**config.mk**
```make
export PLATFORM = sky130hd
export DESIGN_NAME = sap_controller
export DESIGN_NICKNAME = d
export VERILOG_FILES = /design/src/rtl/sap_ctrl_pkg.sv /design/src/rtl/sap_ring_counter.sv /design/src/rtl/sap_controller.sv
export SDC_FILE = /design/constraint.sdc
export NUM_CORES = 1
export LEC_CHECK = 0
export ABC_AREA = 1
export CAP_MARGIN = 20
export CORE_MARGIN = 3
export CORE_UTILIZATION = 37
export DETAILED_ROUTE_END_ITERATION = 6
export PLACE_DENSITY = 0.75
export SLEW_MARGIN = 20
export SYNTH_ARGS = -nofsm -noshare
export SYNTH_HDL_FRONTEND = slang
export SYNTH_SLANG_ARGS = --single-unit
```
**constraint.sdc**
```tcl
create_clock -name clk -period 1.2 [get_ports clk]
set_input_delay 0.24 -clock clk [delete_from_list [all_inputs] [get_ports clk]]
set_output_delay 0.24 -clock clk [all_outputs]
set_load 0.01 [all_outputs]
```
**src/rtl/sap_ctrl_pkg.sv**
```systemverilog
// Shared encodings for the SAP control sequencer: opcodes, one-hot T-states,
// control-word bit layout and the all-inactive control word.
package sap_ctrl_pkg;

    localparam logic [3:0] OP_LDA = 4'h0;
    localparam logic [3:0] OP_ADD = 4'h1;
    localparam logic [3:0] OP_SUB = 4'h2;
    localparam logic [3:0] OP_JMP = 4'h3;
    localparam logic [3:0] OP_OUT = 4'hE;
    localparam logic [3:0] OP_HLT = 4'hF;

    typedef enum logic [5:0] {
        T_IDLE = 6'b000000,
        T1     = 6'b000001,
        T2     = 6'b000010,
        T3     = 6'b000100,
        T4     = 6'b001000,
        T5     = 6'b010000,
        T6     = 6'b100000
    } t_state_e;

    localparam int CW_W      = 13;
    localparam int CW_CP     = 0;
    localparam int CW_EP     = 1;
    localparam int CW_LM_BAR = 2;
    localparam int CW_CE_BAR = 3;
    localparam int CW_LI_BAR = 4;
    localparam int CW_EI_BAR = 5;
    localparam int CW_LA_BAR = 6;
    localparam int CW_EA     = 7;
    localparam int CW_SU     = 8;
    localparam int CW_EU     = 9;
    localparam int CW_LB_BAR = 10;
    localparam int CW_LO_BAR = 11;
    localparam int CW_LP_BAR = 12;

    typedef logic [CW_W-1:0] ctrl_word_t;

    // Every *_bar bit high, every active-high bit low.
    localparam ctrl_word_t CW_INACTIVE = 13'b1110001111100;

    // Drive one control to its asserted level regardless of its polarity.
    function automatic ctrl_word_t cw_assert(input ctrl_word_t cw, input int idx);
        ctrl_word_t result;
        result      = cw;
        result[idx] = ~CW_INACTIVE[idx];
        return result;
    endfunction

endpackage

```
**src/rtl/sap_ring_counter.sv**
```systemverilog
// Six-state one-hot T-state ring with an IDLE state that is left on the first
// advance and re-entered only through reset or clear_to_idle.
module sap_ring_counter
    import sap_ctrl_pkg::*;
(
    input  logic       clk,
    input  logic       rstn,
    input  logic       advance,
    input  logic       clear_to_idle,
    output logic [5:0] t_state
);

    t_state_e state_q, state_d;

    always_ff @(posedge clk or posedge rstn) begin
        if (rstn) begin
            state_q <= T_IDLE;
        end else begin
            state_q <= state_d;
        end
    end

    always_comb begin
        state_d = state_q;
        if (clear_to_idle) begin
            state_d = T_IDLE;
        end else if (advance) begin
            case (state_q)
                T_IDLE:  state_d = T1;
                T1:      state_d = T2;
                T2:      state_d = T3;
                T3:      state_d = T4;
                T4:      state_d = T5;
                T5:      state_d = T6;
                T6:      state_d = T1;
                default: state_d = T_IDLE;
            endcase
        end
    end

    assign t_state = state_q;

endmodule

```
**src/rtl/sap_controller.sv**
```systemverilog
// SAP control sequencer: owns the T-state ring, the sticky halt flag and the
// opcode decode. Define SAP_CTRL_JMP_EN to decode opcode 4'h3 as JMP.
module sap_controller
    import sap_ctrl_pkg::*;
(
    input  logic       clk,
    input  logic       rstn,
    input  logic       run,
    input  logic [3:0] opcode,
    output logic       cp,
    output logic       ep,
    output logic       lm_bar,
    output logic       ce_bar,
    output logic       li_bar,
    output logic       ei_bar,
    output logic       la_bar,
    output logic       ea,
    output logic       su,
    output logic       eu,
    output logic       lb_bar,
    output logic       lo_bar,
    output logic       lp_bar,
    output logic [5:0] t_state,
    output logic       halted
);

    logic       halted_q, halted_d;
    logic [5:0] ring_state;
    logic       active;
    logic       halt_take;
    logic       advance;
    ctrl_word_t cw;

    assign active    = run && !halted_q && (ring_state != T_IDLE);
    // Halt is taken on the edge that ends T4, only while the sequencer runs.
    assign halt_take = active && (ring_state == T4) && (opcode == OP_HLT);
    assign advance   = run && !halted_q && !halt_take;
    assign halted_d  = halted_q | halt_take;

    always_ff @(posedge clk or posedge rstn) begin
        if (rstn) begin
            halted_q <= 1'b0;
        end else begin
            halted_q <= halted_d;
        end
    end

    sap_ring_counter u_ring (
        .clk           (clk),
        .rstn          (rstn),
        .advance       (advance),
        .clear_to_idle (halt_take),
        .t_state       (ring_state)
    );

    always_comb begin
        cw = CW_INACTIVE;
        if (active) begin
            case (ring_state)
                T1: cw = cw_assert(cw_assert(cw, CW_EP), CW_LM_BAR);
                T2: cw = cw_assert(cw, CW_CP);
                T3: cw = cw_assert(cw_assert(cw, CW_CE_BAR), CW_LI_BAR);
                T4: begin
                    case (opcode)
                        OP_LDA, OP_ADD, OP_SUB:
                            cw = cw_assert(cw_assert(cw, CW_EI_BAR), CW_LM_BAR);
                        OP_OUT:
                            cw = cw_assert(cw_assert(cw, CW_EA), CW_LO_BAR);
`ifdef SAP_CTRL_JMP_EN
                        OP_JMP:
                            cw = cw_assert(cw_assert(cw, CW_EI_BAR), CW_LP_BAR);
`endif
                        default: cw = CW_INACTIVE;
                    endcase
                end
                T5: begin
                    case (opcode)
                        OP_LDA:
                            cw = cw_assert(cw_assert(cw, CW_CE_BAR), CW_LA_BAR);
                        OP_ADD, OP_SUB:
                            cw = cw_assert(cw_assert(cw, CW_CE_BAR), CW_LB_BAR);
                        default: cw = CW_INACTIVE;
                    endcase
                end
                T6: begin
                    case (opcode)
                        OP_ADD:  cw = cw_assert(cw_assert(cw, CW_EU), CW_LA_BAR);
                        OP_SUB:  cw = cw_assert(cw_assert(cw_assert(cw, CW_EU), CW_LA_BAR), CW_SU);
                        default: cw = CW_INACTIVE;
                    endcase
                end
                default: cw = CW_INACTIVE;
            endcase
        end
    end

    assign cp      = cw[CW_CP];
    assign ep      = cw[CW_EP];
    assign lm_bar  = cw[CW_LM_BAR];
    assign ce_bar  = cw[CW_CE_BAR];
    assign li_bar  = cw[CW_LI_BAR];
    assign ei_bar  = cw[CW_EI_BAR];
    assign la_bar  = cw[CW_LA_BAR];
    assign ea      = cw[CW_EA];
    assign su      = cw[CW_SU];
    assign eu      = cw[CW_EU];
    assign lb_bar  = cw[CW_LB_BAR];
    assign lo_bar  = cw[CW_LO_BAR];
    assign lp_bar  = cw[CW_LP_BAR];
    assign t_state = ring_state;
    assign halted  = halted_q;

endmodule

```
# Word-level counts from Yosys, hierarchy flattened
# Index checks and enable logic that the tools add are counted.
classes:
  bitwise_logic: 1
  muxes: 8
  eq_ne: 10
  reduce_logical: 14
op_table:
  columns: ["op", "n"]
  rows:
  - ["case mux 12 bit (6 select lines)", 1]
  - ["case mux 6 bit (6 select lines)", 1]
  - ["case mux 12 bit (2 select lines)", 1]
  - ["case mux 11 bit (2 select lines)", 1]
  - ["case mux 10 bit (2 select lines)", 1]
  - ["two-way mux 12 bit", 1]
  - ["two-way mux 6 bit", 2]
  - ["== test 4 bit, second input constant", 2]
  - ["== test 6 x 1 -> 1 bit, second input constant", 1]
  - ["== test 6 x 2 -> 1 bit, second input constant", 1]
  - ["== test 6 x 3 -> 1 bit, second input constant", 1]
  - ["== test 6 x 4 -> 1 bit, second input constant", 1]
  - ["== test 6 x 5 -> 1 bit, second input constant", 1]
  - ["== test 6 bit, second input constant", 1]
  - ["logical NOT 6 bit", 1]
  - ["nonzero test 6 bit", 1]
  - ["logical AND 1 bit", 5]
  - ["== test 4 x 1 -> 1 bit, second input constant", 1]
  - ["== test 4 x 2 -> 1 bit, second input constant", 1]
  - ["logical NOT 4 bit", 1]
  - ["OR reduction 2 bit", 2]
  - ["OR reduction 3 bit", 1]
  - ["logical NOT 1 bit", 2]
  - ["nonzero test 2 bit", 1]
  - ["bitwise OR 1 bit", 1]
word_totals:
  output_inout_bits: 20
  input_bits: 7
  regBits: 7
  wordCells: 35

# Logic depth before layout (Yosys ltp)
# Gate-level depths: netlist of run 1.
logic_depth:
  depth_word: 9
  depth_mapped: 7
  ltp_nobuf: 7

# Modules after synthesis
# A second synthesis of run 1 with hierarchy kept.
hier_totals:
  cells_unflattened: 144
  hier_area_um2: 819.5
modules_own_cells:
  columns: ["module", "area_each_um2", "cells_per_inst", "seq_area_each_um2", "n_inst"]
  rows:
  - ["sap_controller", 484.2, 95, 25.0, 1]
  - ["sap_ring_counter", 335.3, 49, 150.1, 1]

# Least setup slack after synthesis of run 1
# Ideal clock, no wire load.
synth_path:
  path_type: "register -> output"
  startpoint: "reg u_ring.state_q[2] (netlist: u_ring.t_state[2])"
  endpoint: "out eu"
  required_time_ns: 0.960
  setup_slack_ns: -0.140
  arrival_time_ns: 1.100
  path_buffers: 0
  stages_incl_launch_ff: 8
  cell_sequence: "dfrtp_1 > nor2_2 > nand2_2 > inv_2 > nand2_2 > inv_2 > nand3_2 > nor2_1"
synth_via:
  elab_chain_len: 3
  elab_cells_between_ends: 10
  classes_between: "eq/ne: 6; mux: 2; reduce/logical: 2"
synth_lines:
  columns: ["item", "line_no", "text"]
  rows:
  - ["start, declared", "sap_ring_counter.sv:13", "t_state_e state_q, state_d;"]
  - ["start signal, assigned", "sap_ring_counter.sv:19", "state_q <= state_d;"]
  - ["== test 6 bit, or another cell as far along", "sap_controller.sv:59", "case (ring_state)"]
  - ["case mux 12 bit (6 select lines) / logical AND 1 bit (equally long branches)", "sap_controller.sv:59, sap_controller.sv:34", null]
  - ["two-way mux 12 bit *", "sap_controller.sv:58", "if (active) begin"]
  - ["end, declared", "sap_controller.sv:19", "output logic eu,"]
# Mark *: on every way between the ends. The rest lies on a longest branch, timed or not.

# Worst setup path in the final report of run 1
layout_path:
  startpoint: "reg u_ring.state_q[3] (netlist: u_ring.t_state[3])"
  endpoint: "out la_bar"
layout_via:
  elab_chain_len: 3
  elab_cells_between_ends: 10
  classes_between: "eq/ne: 6; mux: 2; reduce/logical: 2"
layout_lines:
  columns: ["item", "line_no", "text"]
  rows:
  - ["== test 6 bit, or another cell as far along", "sap_controller.sv:59", null]
  - ["case mux 12 bit (6 select lines) / logical AND 1 bit (equally long branches)", "sap_controller.sv:59, sap_controller.sv:34", null]
  - ["two-way mux 12 bit *", "sap_controller.sv:58", null]
  - ["end, declared", "sap_controller.sv:16", "output logic la_bar,"]
# Marked as above.

==> impl_metrics.ini, run 1 <==
[power_and_ir_drop]
internal_power_w = 0.0003950
total_power_w = 0.0004983
power.density_mw_per_mm2 = 347.5
seq_power_share_pct = 47.5
p_leak_nw = 0.7419
clkPwrFrac_pct = 39.4
peakVddDrop_mv = 0.5394
power_frac_comb_pct = 13.1
p_sw_share_pct = 20.72
p_sw_w = 0.0001033

[outcome]
status = finished with violations
violations = negative setup slack

[timing]
fmax_mhz = 547.8
worst_slack_ns = -0.6256
period_share_pct = 152.1
whs_ns = 0.2213
rsz0062_at_grt = true
finalClockSkew_ns = 0.003083
hold_viol = 0
slew_viol_final = 0
setup_viol = 19
fin_crit_ns = 1.826

[critical_path]
crit_path_top_delay_cell = dfrtp_2
cp.required_ns = 0.96
crit_type = reg2out
start_kind = flip-flop
crit_family = flip-flops
critical_path_buf_inv_count = 3
crit_path_max_incr_delay_ns = 0.44
cp_max_fo = 3
path_common_cell = buf_6
endpoint_kind = output port
critPathArrivalTime_ns = 1.59
cp_cell_sequence = inv_2 -> nor2_4 -> buf_6 -> o21ai_4 -> nand2_1 -> nor2_2 -> nand3_2 -> buf_6

[layout]
layout.nets = 182
fillCellCount = 65
regArea_um2 = 182.7
design_area_mm2 = 0.001434
multi_input_area_um2 = 560.5
final_common_cell = buf_4
final_cell_mix = 27 x buf_4, 20 x buf_6, 14 x nand2_1
syn_to_final_growth_pct = 123.8
diodes = 0
instances_no_fill = 190
drive_gt1_share_pct = 71.84

[clock_tree]
cts.sinks = 7
insertion_delay_ns = 0.24
clockBufferDepth = 2
h-tree-depth = 1
cts_buffers = 3
clockRootBuffer = clkbuf_4
postCtsHoldBufs = 0
path_clk_slew_ns = 0.05
cts_tree = done

[synthesis]
ys_types = 19
yosysWarningCount = 0
yosys.area.top_type = dfrtp_1
synth_top_cell_area_share_pct = 27.34
ys_async_sr_fraction_pct = 100.0
synthFlopType = dfrtp_1
synth-seq-cells = 7
syn_inst = 108
synth_edf_count = 0
avgSynthCellArea_um2 = 5.932
ys_top_cells_by_area = dfrtp_1 27%, nand2_1 13%, nor2_1 11%
ys_seq_area_share_pct = 27.34
syn_area_um2 = 640.6
synth_nets = 115

[routing]
remaining_drc_errors = 0
drtIter0Drc = 35
via_per_inst = 5.426
finalWirelength_mm = 3.286
drtPass1Iterations = 4
ant_nets = 0
post_drt_wl_per_cell_um = 17.29
dr_total_vias = 1031

[global_routing]
antenna_found_initial = 0
grt_use_total_pct = 23.57
grt_max_degree = 8
grt_pass1_vias = 895
grt_pass1_wl_mm = 3.870
overflow = 0

[floorplanning]
rows = 14
die_x_um = 47.61
die_y_um = 47.61
core_mm2 = 0.001559
dieArea_mm2 = 0.002267
initial_core_util_pct = 41.09
ioPinCount = 27

[run]
drv_cap = 0

[placement]
port_buffers = 25
hpwlAfterDp_mm = 1.508
gp_congestion = 0.8449
place_area_mm2 = 0.001060
post-place-cells = 166

[min_path]
hold_path_class = in2async
stage by stage:
step | utilization (%) | TNS (ns) | setup slack, ns
after floorplan | - | -0.8082 | -0.1103
after global placement | 67.98 | -9.948 | -0.7893
after detailed placement | 67.98 | -10.47 | -0.8225
after CTS | 82.99 | -5.644 | -0.5221
after global routing | 91.97 | -8.438 | -0.6910
final | 91.97 | -7.242 | -0.6256
worst register-to-register path: stages, from the launching register on:
cell	delay, ns
dfrtp_2	0.45
nor2_4	0.19
nand2_2	0.08
inv_2	0.07
nand2_2	0.06
inv_2	0.07
nand2_2	0.06
buf_4	0.13
buf_4	0.12
o21ai_1	0.08
final timing paths:
| path | start | to | slack (ns) | cells after the start |
|---|---|---|---|---|
| max | u_ring.t_state[3]$_DFFE_PP0P_ | la_bar | -0.63 | 8 |
| min | rstn | halted$_DFF_PP0_ | 0.22 | 2 |
| max reg2reg | u_ring.t_state[4]$_DFFE_PP0P_ | u_ring.t_state[1]$_DFFE_PP0P_ | -0.18 | 9 |
| min reg2reg | halted$_DFF_PP0_ | halted$_DFF_PP0_ | 0.50 | 2 |
| max in group asynchronous | rstn | u_ring.t_state[0]$_DFFE_PP0P_ | 0.76 | 2 |
| min in group clk | halted$_DFF_PP0_ | halted$_DFF_PP0_ | 0.50 | 2 |
synth_stat cells, types with 2 or more instances:
cell / count
o21ai_0: 6
dfrtp_1: 7
nor2_2: 6
nor2_1: 18
inv_1: 17
nand2_2: 2
nand2_1: 23
nand4_1: 2
nand3_2: 3
nand3_1: 10
inv_2: 6
routing by layer:
layer	share of wire [%]	GRT usage, %	vias to the layer above
met5	0	0	-
met4	3.6	8.065	0
met2	48	43.05	55
met1	42	29.02	499
li1	-	-	459
met3	6.2	1.504	18
power groups by stage:
| stage | clock network [W] | registers, W | logic (W) |
|---|---|---|---|
| after detailed placement | 0 | 0.000240 | 0.0000553 |
| final | 0.000196 | 0.000237 | 0.0000653 |
| after global placement | 0 | 0.000240 | 0.0000536 |
| after floorplan | 0 | 0.000240 | 0.0000192 |
| after CTS | 0.000206 | 0.000237 | 0.0000588 |
| after global routing | 0.000215 | 0.000236 | 0.0000676 |
state kept, by name, summed over array words and instances (netlist names):
name / count
halted: 1
u_ring.t_state: 6
what timing repair did:
item,CTS,global route
setup endpoints to repair,22,24
pin swaps,16,10
buffers inserted,12,10
resized for setup,122,28
kinds of logic (layout without fill, tap and decap cells):
group	count (synthesis)	after routing	share of synthesized area, %
simple gates	65	65	48.05
buf+inv	25	91	15.43
compound gates	10	10	8.593
flops	7	7	27.34
other cells	1	1	0.5854
layout make-up:
cell class | instances | area share [%]
Multi-Input combinational cell | 76 | 39.09
Sequential cell | 7 | 12.74
Clock buffer | 4 | 1.832
Tap cell | 16 | 1.396
Inverter | 23 | 6.370
Timing Repair Buffer | 64 | 38.57
No activity file was read; power rests on OpenSTA's default activity.
==> run 2: changes to the inputs <==
--- a/config.mk
+++ b/config.mk
@@ -8,9 +8,10 @@
 export ABC_AREA = 1
 export CAP_MARGIN = 20
 export CORE_MARGIN = 3
-export CORE_UTILIZATION = 37
+export CORE_UTILIZATION = 44
 export DETAILED_ROUTE_END_ITERATION = 6
-export PLACE_DENSITY = 0.75
+export MAX_ROUTING_LAYER = met4
+export PLACE_DENSITY = 0.82
 export SLEW_MARGIN = 20
 export SYNTH_ARGS = -nofsm -noshare
 export SYNTH_HDL_FRONTEND = slang
==> constraint.sdc (replaced) <==
create_clock -name clk -period 2.3 [get_ports clk]
set_input_delay 0.46 -clock clk [delete_from_list [all_inputs] [get_ports clk]]
set_output_delay 0.46 -clock clk [all_outputs]
set_load 0.01 [all_outputs]
==> run 2 against run 1 <==
  * The flow now finishes without violations
  * Worst hold slack gained 0.21 ns
  * Via count shrank 28%
  * Cell count shrank 15%
  * Non-clock buffer count shrank 28
  * Sequential share of layout area grew 4.7 points
  * Worst setup slack gained 0.72 ns
  * Sequential cell count is the same
  * Global-route usage shrank 3.9 points
  * Critical path type is now in2out
  * Largest cell class unchanged
==> impl_metrics.ini, run 2 (synthesis results as in run 1) <==
[power_and_ir_drop]
seq_power_share_pct = 48.1
p_sw_share_pct = 19.90
total_power_w = 0.0002569
power_frac_comb_pct = 11.5
power.density_mw_per_mm2 = 255.6
p_sw_w = 0.00005110
clkPwrFrac_pct = 40.4
p_leak_nw = 0.5384
internal_power_w = 0.0002057
peakVddDrop_mv = 0.3259

[clock_tree]
insertion_delay_ns = 0.24
clockBufferDepth = 2
cts_buffers = 3
cts.sinks = 7
path_clk_slew_ns = 0.05
h-tree-depth = 1
clockRootBuffer = clkbuf_4
cts_tree = done
postCtsHoldBufs = 0

[global_routing]
grt_pass1_wl_mm = 2.787
grt_max_degree = 8
grt_use_total_pct = 19.65
grt_pass1_vias = 694
overflow = 0
antenna_found_initial = 0

[floorplanning]
dieArea_mm2 = 0.001950
initial_core_util_pct = 48.03
rows = 13
die_x_um = 44.16
die_y_um = 44.16
core_mm2 = 0.001334
ioPinCount = 27

[routing]
remaining_drc_errors = 0
drtIter0Drc = 19
ant_nets = 0
dr_total_vias = 744
via_per_inst = 4.621
drtPass1Iterations = 4
post_drt_wl_per_cell_um = 9.652
finalWirelength_mm = 1.554

[layout]
layout.nets = 154
drive_gt1_share_pct = 24.66
design_area_mm2 = 0.001005
diodes = 0
syn_to_final_growth_pct = 56.84
final_common_cell = nand2_1
instances_no_fill = 161
largest_reg_flops = 6
final_cell_mix = 22 x nand2_1, 17 x inv_1, 16 x nor2_1

[critical_path]
cp.required_ns = 1.84
rr_endpoint = u_ring.t_state[1]$_DFFE_PP0P_
crit_type = in2out
critPathArrivalTime_ns = 1.75
start_kind = input pin
endpoint_kind = output port
reg2reg_slack_ns = 1.02
cp_max_fo = 3
r2r_start = u_ring.t_state[4]$_DFFE_PP0P_
r2r_cells = 8

[timing]
hold_viol = 0
fmax_mhz = 453.3
finalClockSkew_ns = 0.002373
fin_crit_ns = 2.206
slew_viol_final = 0
setup_viol = 0
rsz0062_at_grt = true
period_share_pct = 95.92

[placement]
place_area_um2 = 972.2
gp_congestion = 0.8391
hpwlAfterDp_mm = 1.382
port_buffers = 25
post-place-cells = 156

[min_path]
hold_path_class = in2async

[outcome]
status = completed

[run]
drv_cap = 0
-- run 2: cell count changes in the layout (fill, tap and decap cells not counted), sizes merged --
| cell | previous run | this run |
|---|---|---|
| clkbuf | 5 | 4 |
| buf | 55 | 11 |
| dlygate4sd2 | 1 | 11 |
| clkdlybuf4s50 | 6 | 12 |
| clkdlybuf4s15 | 1 | 0 |
| dlymetal6s2s | 0 | 2 |
-- run 2: final cells by class --
| cell class | instances | area [um^2] |
|---|---|---|
| tap | 15 | 18.77 |
| clock buffer | 4 | 26.28 |
| inverter | 23 | 86.33 |
| multi-input combinational | 76 | 374.1 |
| fill | 112 | 329.1 |
| timing repair buffer | 36 | 324.1 |
| sequential | 7 | 175.2 |
-- run 2: metal layers --
layer / routed length, um / vias to the layer above / global-route usage, % / share of wire (%)
met5: 0 / - / - / 0
met2: 785 / 14 / 29.07 / 51
met1: 722 / 323 / 25.81 / 46
li1: - / 407 / - / -
met4: 0 / 0 / 10.84 / 0
met3: 47 / 0 / 2.439 / 3.0
-- run 2: metrics by stage --
step	hold slack, ns	setup WS, ns	TNS (ns)	util, %
2_1_floorplan	0.2634	0.7402	0	-
3_3_place_gp	0.4689	-0.1415	-1.044	72.89
3_5_place_dp	0.4878	-0.1740	-1.227	72.89
4_1_cts	0.4324	0.003609	0	74.02
5_1_grt	0.4361	-0.03061	-0.03061	75.33
6_report	0.4329	0.09377	0	75.33
-- run 2: worst max path at each step --
stage,cells past startpoint,to,start
2_1_floorplan,7,eu,u_ring.t_state[2]$_DFFE_PP0P_
3_3_place_gp,8,la_bar,opcode[3]
3_5_place_dp,8,la_bar,opcode[3]
4_1_cts,6,li_bar,run
5_1_grt,8,la_bar,opcode[2]
6_report,8,ei_bar,opcode[2]
-- run 2: repair_timing --
item,CTS,global route
endpoints found under the setup margin,11,5
gates resized for setup,12,4
setup buffers,0,1
pin swaps,1,1
-- run 2: power by group through the flow --
| stage | clock, W | combinational, W | sequential, W |
|---|---|---|---|
| 6_report | 0.000104 | 0.0000296 | 0.000124 |
| 4_1_cts | 0.000110 | 0.0000277 | 0.000123 |
| 3_3_place_gp | 0 | 0.0000265 | 0.000125 |
| 3_5_place_dp | 0 | 0.0000271 | 0.000125 |
| 2_1_floorplan | 0 | 0.00000979 | 0.000125 |
| 5_1_grt | 0.000119 | 0.0000323 | 0.000123 |
-- run 2: critical path: stages --
cell,delay (ns)
clkdlybuf4s50_1,0.43
nor2_2,0.13
nand2_1,0.10
inv_1,0.08
nor2_1,0.04
nor2_1,0.13
nand3_1,0.08
dlygate4sd2_1,0.28
==> RTL edit 1: new RTL, flow settings as in run 1 <==
Reset style: synchronous (`rstn`), changed in 2 clocked blocks.
--- a/src/rtl/sap_ring_counter.sv
+++ b/src/rtl/sap_ring_counter.sv
@@ -12,7 +12,7 @@
 
     t_state_e state_q, state_d;
 
-    always_ff @(posedge clk or posedge rstn) begin
+    always_ff @(posedge clk) begin
         if (rstn) begin
             state_q <= T_IDLE;
         end else begin
--- a/src/rtl/sap_controller.sv
+++ b/src/rtl/sap_controller.sv
@@ -37,7 +37,7 @@
     assign advance   = run && !halted_q && !halt_take;
     assign halted_d  = halted_q | halt_take;
 
-    always_ff @(posedge clk or posedge rstn) begin
+    always_ff @(posedge clk) begin
         if (rstn) begin
             halted_q <= 1'b0;
         end else begin
Check against the original RTL: differs if rstn is asserted again (counterexample within 4 cycles, from zero or initial values and one cycle with rstn high); with rstn held inactive, the same outputs for 10 cycles.
==> RTL edit 1 against run 1 <==
- the run still ends with negative setup slack left
- synthesized cell count increased by 7.4%
- count of clock-buffer cells in the layout unchanged
- cell area decreased by 7.0%
- first-iteration DRC count decreased by 77%
- worst setup slack improved by 0.12 ns
- wire length decreased by 29%
- via count decreased by 5.2%
- area after synthesis increased by 11%
- core utilization decreased by 16 points
- sequential cell count unchanged
- non-clock buffer count decreased by 3
- critical endpoint is now lo_bar
Power is not compared: it rests on default switching activity, and its combinational part moved more than twofold at a synthesized area within 25%.
==> RTL edit 1: results (changes against run 1) <==
- The flow ran to the end, but the final reports show violations.
- The checks that failed: negative setup slack.
- The reg-to-reg setup timing slack is -0.30 ns (-0.12 ns).
- The footprint of the flip-flops and latches is 161 um^2 (-12%).
- The placed cell count came to 192 (+16%).
- The clock buffer count is 4 (unchanged).
- The final cell count without fillers was 205 (+7.9%).
- The worst-case hold slack is 0.560 ns (+0.339 ns).
- The number of core rows was 15 (+1).
- The largest net degree at the start of global routing came to 9 (+1).
- The number of unique standard cell types used by synthesis is 24 (+5).
- The area after detailed placement is 1210 um^2 (+14%).
- The sequential cell count of the final layout is 7 (unchanged).
- The relative area of clock buffers and inverters in the final design is 0.0197 (+0.00138).
- The wire length on met2 came to 1290 um (-19%).
- The largest individual stage delay along the critical path comes from the cell dfxtp_2.
- The register fraction of the total cell area is 0.121 (-0.00639).
- The critical path's largest stage delay came to 0.34 ns (-0.10 ns).
- The setup clock skew after layout is 0.00720 ns (+0.00411 ns).
- The mean routed wirelength per cell was 11.4 um (-34%).
- The sum of negative setup slack is -6.90 ns (+0.338 ns).
- The global-route wire length before repair is 4200 um (+8.4%).
- The post-route met1 wirelength is 896 um (-35%).
- The total of endpoints with negative setup slack in the final report is 19 (unchanged).
- The met2 global-route usage is 0.441 (+0.0100).
- The count of inverters other than clock inverters in the layout is 20 (-13%).
- The filler cell count is 154 (+140%).
- The instance count of the mapped netlist is 116 (+7.4%).
- The count of non-CTS buffers in the layout is 61 (-4.7%).
- The worst-skew pair later-pin latency is 0.26 ns (+0.02 ns).
- The proportion of synthesized chip area in sequential cells was 0.198 (-0.0759).
- The worst-case reg-to-reg path depth is 10 (+1).
- The via count of the first global-routing pass came to 1,001 (+12%).
- The met3 track utilization from global routing is 0.0302 (+0.0152).
- The relative area of non-clock buffer cells in the final design was 0.349 (-0.0367).
- The endpoint of the worst setup timing path is lo_bar.
- The pre-CTS worst setup slack is -0.939 ns (-0.116 ns).
- The routed via count is 977 (-5.2%).
- The met1 track demand over resource came to 0.209 (-0.0815).
- Sorting the synthesized cells by how often they occur yields 23 x nor2_1, 20 x nand2_1, 19 x inv_1.
- The start point of the critical path is u_ring.t_state[1].
- The routability congestion estimate from global placement came to 0.856 (+1.3%).
- The number of search-and-repair iterations in the first detailed-routing pass is 4 (unchanged).
- The number of multi-input logic gates came to 88 (+16%).
- Ranked by total cell area, the synthesized netlist is headed by dfxtp_1 20%, nor2_1 12%, nand2_1 11%.
- The layout cell share with drive strength beyond 1 is 0.578 (-0.141).
- The maximum net fanout on the critical path is 5 (+2).
- The post-layout worst setup margin was -0.503 ns (+0.123 ns).
- The all-layer global routing usage is 0.219 (-0.0162).
- Among cell families on the critical path, the largest total delay comes from simple AND/OR/NAND/NOR gates.
- The worst hold path belongs to the class input port to flip-flop.
- The DRC violation total after the first TritonRoute iteration is 8 (-77%).
[RTL edit 1: cell types whose count changed in the layout (fill, tap and decap cells not counted), sizes merged, moves of 4 or more]
cell and delta:
inv -4, dfrtp -7, dfxtp +7, nor2 +8, o21ai -6
[RTL edit 1: cells by family (layout without fill, tap and decap cells)]
family	Yosys count	in the layout	synth area share
compound gates	6	6	0.0494
flops	7	7	0.198
simple gates	81	81	0.631
other cells	1	1	0.00529
buf+inv	21	85	0.116
[RTL edit 1: power groups by stage]
stage / Combinational [uW] / Sequential (uW) / Clock (uW)
6_report: 505 / 262 / 219
5_1_grt: 552 / 265 / 246
4_1_cts: 488 / 265 / 228
3_5_place_dp: 444 / 271 / 0
3_3_place_gp: 433 / 270 / 0
2_1_floorplan: 226 / 277 / 0
[RTL edit 1: timing repair]
item,in CTS,in global routing
resized for setup,97,13
pin swaps,10,6
setup buffers,8,1
setup endpoints to repair,26,22
==> RTL edit 2: new RTL, config.mk and constraints of run 1 <==
Made on the original files. The option `SAP_CTRL_JMP_EN` is turned on by a define.
--- a/src/rtl/sap_controller.sv
+++ b/src/rtl/sap_controller.sv
@@ -1,5 +1,7 @@
 // SAP control sequencer: owns the T-state ring, the sticky halt flag and the
 // opcode decode. Define SAP_CTRL_JMP_EN to decode opcode 4'h3 as JMP.
+`define SAP_CTRL_JMP_EN
+
 module sap_controller
     import sap_ctrl_pkg::*;
 (
Function: changed (Yosys sat finds a counterexample within 10 cycles, from zero or initial values and one cycle with rstn high).
==> RTL edit 2 against run 1 <==
- cell area grew 5.3%
- count of clock-buffer cells in the layout did not move
- area after synthesis grew 2.3%
- wire length grew 26%
- worst setup slack got worse by 0.14 ns
- the flow still finishes with violations (negative setup slack)
- sequential cell count unchanged
- critical path depth unchanged
- non-clock buffer count increased by 11
- global-route usage is 3.2 points higher
Power is left out: it rests on default switching activity, and per cell area and clock period it moved more than threefold.
==> RTL edit 2: results (changes against run 1) <==
- The total of endpoints with negative setup slack in the final report is 22 (+3).
- The reg-to-reg setup timing slack is -0.35 ns (-0.17 ns).
- The number of flip-flops in the largest register is 6 (unchanged).
- The layout cell share with drive strength beyond 1 came to 0.696 (-0.0223).
- The total wire length is 4140 um (+26%).
- The final-stage net count came to 189 (+3.8%).
- The setup clock skew after layout is 0.00473 ns (+0.00165 ns).
- The final HPWL from detailed placement was 1600 um (+6.3%).
- The critical path's largest stage delay is 0.46 ns (+0.02 ns).
- The via count of the first global-routing pass was 963 (+7.6%).
- Yosys attributes the largest share of cell area to dfrtp_1 27%, nand3_1 11%, nand2_1 9.7%.
- The sum of negative setup slack came to -9.65 ns (-2.41 ns).
- The number of antenna violations at the first check in global routing came to 0 (unchanged).
- The fraction of synthesis flops using an asynchronous set or reset pin is 1.00 (unchanged).
- The DRC violation total after the first TritonRoute iteration is 46 (+31%).
- The number of unique standard cell types used by synthesis is 22 (+3).
- The number of nets in the synthesized netlist is 110 (-4.3%).
- The arrival time of the worst setup path came to 1.73 ns (+0.14 ns).
- The proportion of synthesized chip area in sequential cells is 0.267 (-0.00626).
- After synthesis, the most frequently instantiated cells are 17 x nand2_1, 15 x inv_1, 14 x nand3_1, 14 x nor2_1, 10 x nor2_2.
- The worst-skew pair later-pin latency is 0.26 ns (+0.02 ns).
- The post-layout worst setup margin is -0.767 ns (-0.141 ns).
- The run finished, with violations left.
- In this run the critical register-to-register path is captured at halted.
- The number of input and output port buffers inserted is 26 (+4.0%).
- The worst-case reg-to-reg path depth is 9 (unchanged).
- The startpoint identified for the worst register-to-register timing path is u_ring.t_state[3].
- The maximum net fanout on the critical path was 4 (+1).
- The worst-case hold slack was 0.234 ns (+0.0123 ns).
- Grouping stages by cell kind, the critical path spends the most delay in buffers and inverters.
- The CTS H-tree depth is 1 (unchanged).
- The filler cell count is 43 (-34%).
- The all-layer global routing usage came to 0.268 (+0.0322).
- The routability congestion estimate from global placement came to 0.819 (-3.0%).
- The pre-CTS worst setup slack is -0.952 ns (-0.130 ns).
- The checks that failed: negative setup slack.
- The global-route wire length before repair came to 4280 um (+11%).
- The average via count per standard cell is 5.63 (+3.7%).
==> RTL edit 2: timing repair <==
| action | in CTS | in global routing |
|---|---|---|
| resized for setup | 109 | 38 |
| setup endpoints to repair | 25 | 25 |
| endpoints found under the hold margin | 0 | 0 |
| setup buffers | 21 | 8 |
| pin swaps | 11 | 8 |
==> RTL edit 2: through the flow <==
stage,area (um^2),std cells,util
2_1_floorplan,671,103,-
3_3_place_gp,1100,172,0.692
3_5_place_dp,1100,172,0.692
4_1_cts,1330,197,0.836
5_1_grt,1510,205,0.947
6_report,1510,205,0.947
==> RTL edit 2: per-layer routing <==
| layer | GRT usage | part of all wire |
|---|---|---|
| met2 | 0.435 | 0.50 |
| met4 | 0.140 | 0.048 |
| met5 | 0 | 0 |
| met1 | 0.348 | 0.38 |
| met3 | 0.0295 | 0.067 |
==> RTL edit 2: final cells by class <==
type | count | area [um^2] | area share
tap | 24 | 30.0 | 0.0199
multi-input combinational | 76 | 549 | 0.364
timing repair buffer | 75 | 637 | 0.422
sequential | 7 | 179 | 0.118
clock buffer | 4 | 26.3 | 0.0174
inverter | 19 | 88.8 | 0.0588
==> RTL edit 2: how the worst max path moves through the flow <==
stage	startpoint	to	slack, ns
floorplan	u_ring.t_state[1]	lp_bar	-0.13
global placement	run	eu	-0.91
detailed placement	run	lb_bar	-0.95
CTS	u_ring.t_state[0]	su	-0.61
global route	u_ring.t_state[2]	la_bar	-0.82
finish	u_ring.t_state[2]	su	-0.77
==> RTL edit 2: kinds of logic after synthesis <==
logic type | count (synthesis) | share of synthesized area
AND/OR/NAND/NOR | 64 | 0.489
buffers and inverters | 20 | 0.122
AO/OA/AOI/OAI | 12 | 0.122
flip-flops | 7 | 0.267
